===== config.mk =====
export PLATFORM = sky130hd
export DESIGN_NAME = pmem_arbiter
export DESIGN_NICKNAME = d
export VERILOG_FILES = /design/src/rtl/lc3b_types.sv /design/src/rtl/arb_watchdog.sv /design/src/rtl/pmem_arbiter.sv
export SDC_FILE = /design/constraint.sdc
export NUM_CORES = 1
export LEC_CHECK = 0
export ABC_CLOCK_PERIOD_IN_PS = 2330
export CAP_MARGIN = 20
export CORE_AREA = 2 2 276 278
export CTS_CLUSTER_SIZE = 30
export DETAILED_ROUTE_END_ITERATION = 6
export DIE_AREA = 0 0 278 280
export DONT_BUFFER_PORTS = 1
export GPL_ROUTABILITY_DRIVEN = 0
export PLACE_DENSITY_LB_ADDON = 0.05
export SLEW_MARGIN = 20
export SYNTH_ARGS = -nofsm -noshare
export SYNTH_HDL_FRONTEND = slang
export SYNTH_SLANG_ARGS = --single-unit

===== constraint.sdc =====
create_clock -name clk -period 2.33 [get_ports clk]
set_clock_uncertainty 0.15 [all_clocks]
set_input_delay 0.3495 -clock clk [delete_from_list [all_inputs] [get_ports clk]]
set_output_delay 0.3495 -clock clk [all_outputs]
set_load 0.005 [all_outputs]

===== src/rtl/lc3b_types.sv =====
// Shared types for the LC-3b memory hierarchy: pmem line/address types and
// the arbiter's state and port encodings.
package lc3b_types;

  localparam int PMEM_LINE_WIDTH = 128;
  localparam int PMEM_ADDR_WIDTH = 16;

  typedef logic [PMEM_LINE_WIDTH-1:0] lc3b_pmem_line;
  typedef logic [PMEM_ADDR_WIDTH-1:0] lc3b_pmem_addr;

  // Arbiter FSM: either quiet, or owning pmem on behalf of one cache.
  typedef enum logic [1:0] {
    IDLE    = 2'd0,
    SERVE_I = 2'd1,
    SERVE_D = 2'd2
  } arb_state_t;

  // Which requester completed the most recent transaction.
  typedef enum logic {
    GRANT_I = 1'b0,
    GRANT_D = 1'b1
  } arb_port_t;

endpackage


===== src/rtl/arb_watchdog.sv =====
// Saturating per-transaction cycle counter with a sticky timeout flag.
// Cleared when a transaction is granted; counts every serving cycle that
// does not carry pmem_resp. Reaching TIMEOUT_CYCLES latches timeout_err.
module arb_watchdog #(
  parameter int TIMEOUT_CYCLES = 255
) (
  input  logic clk,
  input  logic reset_n,
  input  logic clear,
  input  logic count_en,
  output logic timeout_err
);

  localparam int CW = $clog2(TIMEOUT_CYCLES + 1);
  localparam logic [CW-1:0] COUNT_MAX = CW'(TIMEOUT_CYCLES);

  logic [CW-1:0] count_reg;
  logic [CW-1:0] count_next;
  logic          err_reg;

  // Next count: clear wins, otherwise increment and saturate at COUNT_MAX.
  always_comb begin
    count_next = count_reg;
    if (clear) begin
      count_next = '0;
    end else if (count_en && (count_reg != COUNT_MAX)) begin
      count_next = count_reg + CW'(1);
    end
  end

  // Counter register and sticky flag; the flag is only cleared by reset.
  always_ff @(posedge clk or negedge reset_n) begin
    if (!reset_n) begin
      count_reg <= '0;
      err_reg   <= 1'b0;
    end else begin
      count_reg <= count_next;
      if (count_next == COUNT_MAX) begin
        err_reg <= 1'b1;
      end
    end
  end

  assign timeout_err = err_reg;

endmodule


===== src/rtl/pmem_arbiter.sv =====
// Round-robin arbiter between the I-cache and D-cache pmem interfaces and
// the single physical memory port. One line transaction at a time, with a
// mandatory idle cycle between transactions and a per-transaction watchdog.
module pmem_arbiter
  import lc3b_types::*;
#(
  parameter int LINE_WIDTH     = 128,
  parameter int ADDR_WIDTH     = 16,
  parameter int TIMEOUT_CYCLES = 255
) (
  input  logic                  clk,
  input  logic                  reset_n,
  input  logic                  i_pmem_read,
  input  logic [ADDR_WIDTH-1:0] i_pmem_address,
  output logic                  i_pmem_resp,
  output logic [LINE_WIDTH-1:0] i_pmem_rdata,
  input  logic                  d_pmem_read,
  input  logic                  d_pmem_write,
  input  logic [ADDR_WIDTH-1:0] d_pmem_address,
  input  logic [LINE_WIDTH-1:0] d_pmem_wdata,
  output logic                  d_pmem_resp,
  output logic [LINE_WIDTH-1:0] d_pmem_rdata,
  output logic                  pmem_read,
  output logic                  pmem_write,
  output logic [ADDR_WIDTH-1:0] pmem_address,
  output logic [LINE_WIDTH-1:0] pmem_wdata,
  input  logic                  pmem_resp,
  input  logic [LINE_WIDTH-1:0] pmem_rdata,
  output logic                  timeout_err
);

  arb_state_t state_reg, state_next;
  arb_port_t  last_grant_reg, last_grant_next;
  // Direction of the D transaction, captured at grant so the pmem request
  // stays asserted even if the D-cache drops its strobes before pmem_resp.
  logic       d_write_op_reg, d_write_op_next;

  logic i_req;
  logic d_req;
  logic wd_clear;
  logic wd_count_en;

  assign i_req = i_pmem_read;
  assign d_req = d_pmem_read | d_pmem_write;

  // State, round-robin pointer and latched D direction.
  always_ff @(posedge clk or negedge reset_n) begin
    if (!reset_n) begin
      state_reg      <= IDLE;
      last_grant_reg <= GRANT_D;
      d_write_op_reg <= 1'b0;
    end else begin
      state_reg      <= state_next;
      last_grant_reg <= last_grant_next;
      d_write_op_reg <= d_write_op_next;
    end
  end

  // Arbitration, completion and the pmem/response output mux.
  always_comb begin
    state_next      = state_reg;
    last_grant_next = last_grant_reg;
    d_write_op_next = d_write_op_reg;
    pmem_read       = 1'b0;
    pmem_write      = 1'b0;
    pmem_address    = '0;
    pmem_wdata      = '0;
    i_pmem_resp     = 1'b0;
    i_pmem_rdata    = '0;
    d_pmem_resp     = 1'b0;
    d_pmem_rdata    = '0;

    case (state_reg)
      IDLE: begin
        // On a tie the port that did not go last wins; a stray pmem_resp
        // here is simply not routed anywhere.
        if (i_req && (!d_req || (last_grant_reg == GRANT_D))) begin
          state_next = SERVE_I;
        end else if (d_req) begin
          state_next      = SERVE_D;
          d_write_op_next = d_pmem_write;  // write beats read when both set
        end
      end

      SERVE_I: begin
        pmem_read    = 1'b1;
        pmem_address = i_pmem_address;
        i_pmem_resp  = pmem_resp;
        i_pmem_rdata = pmem_rdata;
        if (pmem_resp) begin
          state_next      = IDLE;
          last_grant_next = GRANT_I;
        end
      end

      SERVE_D: begin
        pmem_read    = ~d_write_op_reg;
        pmem_write   = d_write_op_reg;
        pmem_address = d_pmem_address;
        pmem_wdata   = d_pmem_wdata;
        d_pmem_resp  = pmem_resp;
        d_pmem_rdata = pmem_rdata;
        if (pmem_resp) begin
          state_next      = IDLE;
          last_grant_next = GRANT_D;
        end
      end

      default: begin
        state_next = IDLE;
      end
    endcase
  end

  assign wd_clear    = (state_reg == IDLE) && (state_next != IDLE);
  assign wd_count_en = (state_reg != IDLE) && !pmem_resp;

  arb_watchdog #(
    .TIMEOUT_CYCLES(TIMEOUT_CYCLES)
  ) u_watchdog (
    .clk        (clk),
    .reset_n    (reset_n),
    .clear      (wd_clear),
    .count_en   (wd_count_en),
    .timeout_err(timeout_err)
  );

endmodule


==> flow_metrics.py <==
metrics = {
    "worst_setup_path": {
        "end_kind": "primary output",
        "endpoint": "pmem_wdata[77]",
        "regToRegEndpoint": "u_watchdog.timeout_err",
        "reg2reg_depth": 8,
        "worstSetupPathType": "reg -> out",
        "r2r_slack_ns": 0.39,
        "start_kind": "flip-flop",
        "worst_path_max_delay_cell": "dfrtp_1",
        "required_ns": 1.83,
        "max_stage_delay_ns": 0.37,
        "path_common_cell": "buf_12",
        "crit_start": "state_reg[0]",
        "worstReg2RegStart": "state_reg[0]",
        "cp.arrival_ns": 1.65,
        "crit_fanout": 55,
        "path_cells": "inv_1 > ha_4 > buf_12 > buf_12 > and2_1",
    },
    "cts": {
        "worstSkewPairLatency_ns": 0.25,
        "htreeDepth": 1,
        "cts_tree": "done",
        "cts_made_buffers": 3,
        "clkSinkCount": 13,
        "path_clk_slew_ns": 0.05,
        "cts_max_path_buffers": 2,
        "clockRootBuffer": "clkbuf_16",
    },
    "placement": {
        "hpwl_mm": 24.70,
        "portBuffers": 0,
        "place_inst": 1512,
    },
    "timing": {
        "slew_viol_final": 0,
        "hold_viol": 0,
        "fin_crit_ns": 2.145,
        "fmax_mhz": 466.1,
        "slew_headroom_pct": 48.38,
        "grt_setup_unrepaired": "false",
        "max_slew.worst_pin.slew_ns": 0.7718,
        "finalCritPeriodShare_pct": 92.08,
        "fin_tns_setup_ns": 0,
        "setup_violations": 0,
    },
    "power": {
        "total_power_mw": 5.075,
        "p_leak_nw": 1.802,
        "powerDensity_mw_per_mm2": 969.4,
        "ir_drop_v": 0.0003054,
    },
    "detailed_routing": {
        "wire_per_inst_microns": 18.74,
        "drtIter0Drc": 127,
        "ant_nets": 0,
        "drc": 0,
        "vias": 3927,
        "routed_via_density": 2.563,
        "wl_mm": 28.70,
        "drt-pass1-iter-count": 4,
    },
    "cells_and_area": {
        "final_nets": 843,
        "fillers": 8896,
        "area_growth_syn_to_layout_pct": 41.97,
        "drive_above_1_share_pct": 8.471,
        "largest_register_ff_count": 8,
        "fin_cells": 1532,
    },
    "floorplan": {
        "rows": 101,
        "core_area_sq_mm": 0.07519,
        "die_height_microns": 280,
        "dieArea_sq_mm": 0.07784,
        "initial_core_util_pct": 4.904,
        "die_x_microns": 278,
        "ios": 699,
    },
    "logic_synthesis": {
        "netlist_area_sq_mm": 0.003687,
        "synth.avg_cell_area_sq_um": 6.632,
        "ys_seq_area_share_pct": 8.856,
        "synth_warnings": 0,
        "ys_ff_latch": 13,
        "syn-num-nets": 855,
        "synth_cells": 556,
        "synthDistinctLibCells": 41,
    },
    "global_route": {
        "grt-ovfl-total": 0,
        "antenna_found_initial": 12,
        "grt_pass1_wl_mm": 35.76,
        "grt_usage_pct": 6.477,
        "grt_pass1_vias": 3905,
        "grt_start_max_net_pins": 56,
    },
    "job": {
        "max_cap_viol_count": 0,
    },
    "worst_hold_path": {
        "hold_path_class": "in -> reg",
    },
    "status": {
        "status": "finished clean",
    },
}
[synth_stat cells, drive strengths merged]
cell type	count	area share (%)
nor2b	19	3.2
a22oi	16	3.3
o21a	1	0.20
and2	387	66
o211ai	1	0.20
a41oi	1	0.24
nor3b	1	0.51
a21o	3	0.61
and3	1	0.17
a31o	1	0.24
nand4b	1	0.24
a21oi	4	0.85
a21boi	1	0.20
xor2	1	0.24
o221ai	1	0.24
dfstp	1	0.71
a22o	1	0.24
and2b	1	0.24
dfrtp	12	8.1
nand3	4	0.54
mux2i	5	1.4
clkbuf	48	4.9
nand4	2	0.51
o21ai	5	1.1
nand2	7	0.71
o31ai	1	0.20
nor3	5	0.81
inv	4	0.41
ha	5	1.7
nor2	10	1.0
buf	2	0.51
a32oi	1	0.24
nand2b	2	0.34
a211oi	1	0.20
[cell type report]
class                   instances  area [sq um]  area share [%]
multi-input cells             489          3172           60.59
repair buffers                 33         391.6           7.481
flip-flops and latches         13         326.6           6.238
well taps                     978          1224           23.37
diodes                         11         27.53          0.5258
inverters                       4         15.01          0.2868
clock buffers                   4         78.83           1.506
[stage by stage]
stage | utilization, % | hold slack [ns] | area (sq um) | setup slack (ns)
floorplan | - | -0.09609 | 3687 | 0.3063
global placement | 6.713 | -0.09541 | 5047 | 0.2255
detailed placement | 6.713 | -0.09490 | 5047 | 0.2234
CTS | 6.857 | 0.09343 | 5156 | 0.01187
global route | 6.952 | 0.09230 | 5228 | 0.04166
finish | 6.962 | 0.09803 | 5235 | 0.1845
[worst min-delay path by stage]
| stage | start | endpoint | cells past startpoint |
|---|---|---|---|
| global placement | reset_n | u_watchdog.count_reg[1] | 0 |
| floorplan | reset_n | d_write_op_reg | 0 |
| finish | d_pmem_write | d_write_op_reg | 1 |
| CTS | d_pmem_write | d_write_op_reg | 1 |
| global route | d_pmem_write | d_write_op_reg | 1 |
| detailed placement | reset_n | u_watchdog.count_reg[1] | 0 |
[critical path: cells and delay by family (launching register included)]
kind	cells	cell delay, ns
buffers and inverters	3	0.53
and+or+nand+nor	1	0.25
adders and majority gates	1	0.20
DFF	1	0.37
[what timing repair did]
item | 4_1_cts | 5_1_grt
hold buffers | 1 | 0
gates resized for setup | 1 | 1
buffers inserted | 1 | 3
hold endpoints to repair | 13 | 0
setup endpoints to repair | 17 | 50
[cell usage in the layout (no fill, tap or decap), types with 4 or more instances in the layout]
cell       n
and2_1   386
inv_1      4
a22oi_1   16
buf_12    11
buf_4     20
nand3_1    4
nor2_1    10
nor2b_1   19
nor3_1     4
diode_2   11
nand2_1    7
mux2i_1    5
dfrtp_1   12
[layer usage]
layer | track usage, % | vias up | share of wire (%)
li1 | - | 1700 | -
met1 | 7.769 | 1906 | 38
met2 | 11.76 | 285 | 53
met3 | 0.9243 | 36 | 6.3
met4 | 2.190 | 0 | 2.6
met5 | 0 | - | 0
[power breakdown]
part	switching, mW	internal, mW	leakage (nW)
clock network	0.125	0.233	0.0382
registers	0.0409	0.280	0.172
logic	2.67	1.73	1.59
[logic make-up (layout without fill, tap and decap cells)]
family,Yosys count,in the layout,synth area share [%]
flip-flops,13,13,8.857
AND/OR/NAND/NOR,440,440,74.04
AO/OA/AOI/OAI,38,38,8.009
buffers and inverters,54,41,5.802
other,0,11,0
multiplexers,5,5,1.357
adder cells (fa/ha/maj),5,5,1.697
XOR/XNOR,1,1,0.2376
Power figures use the tool's default switching activity.
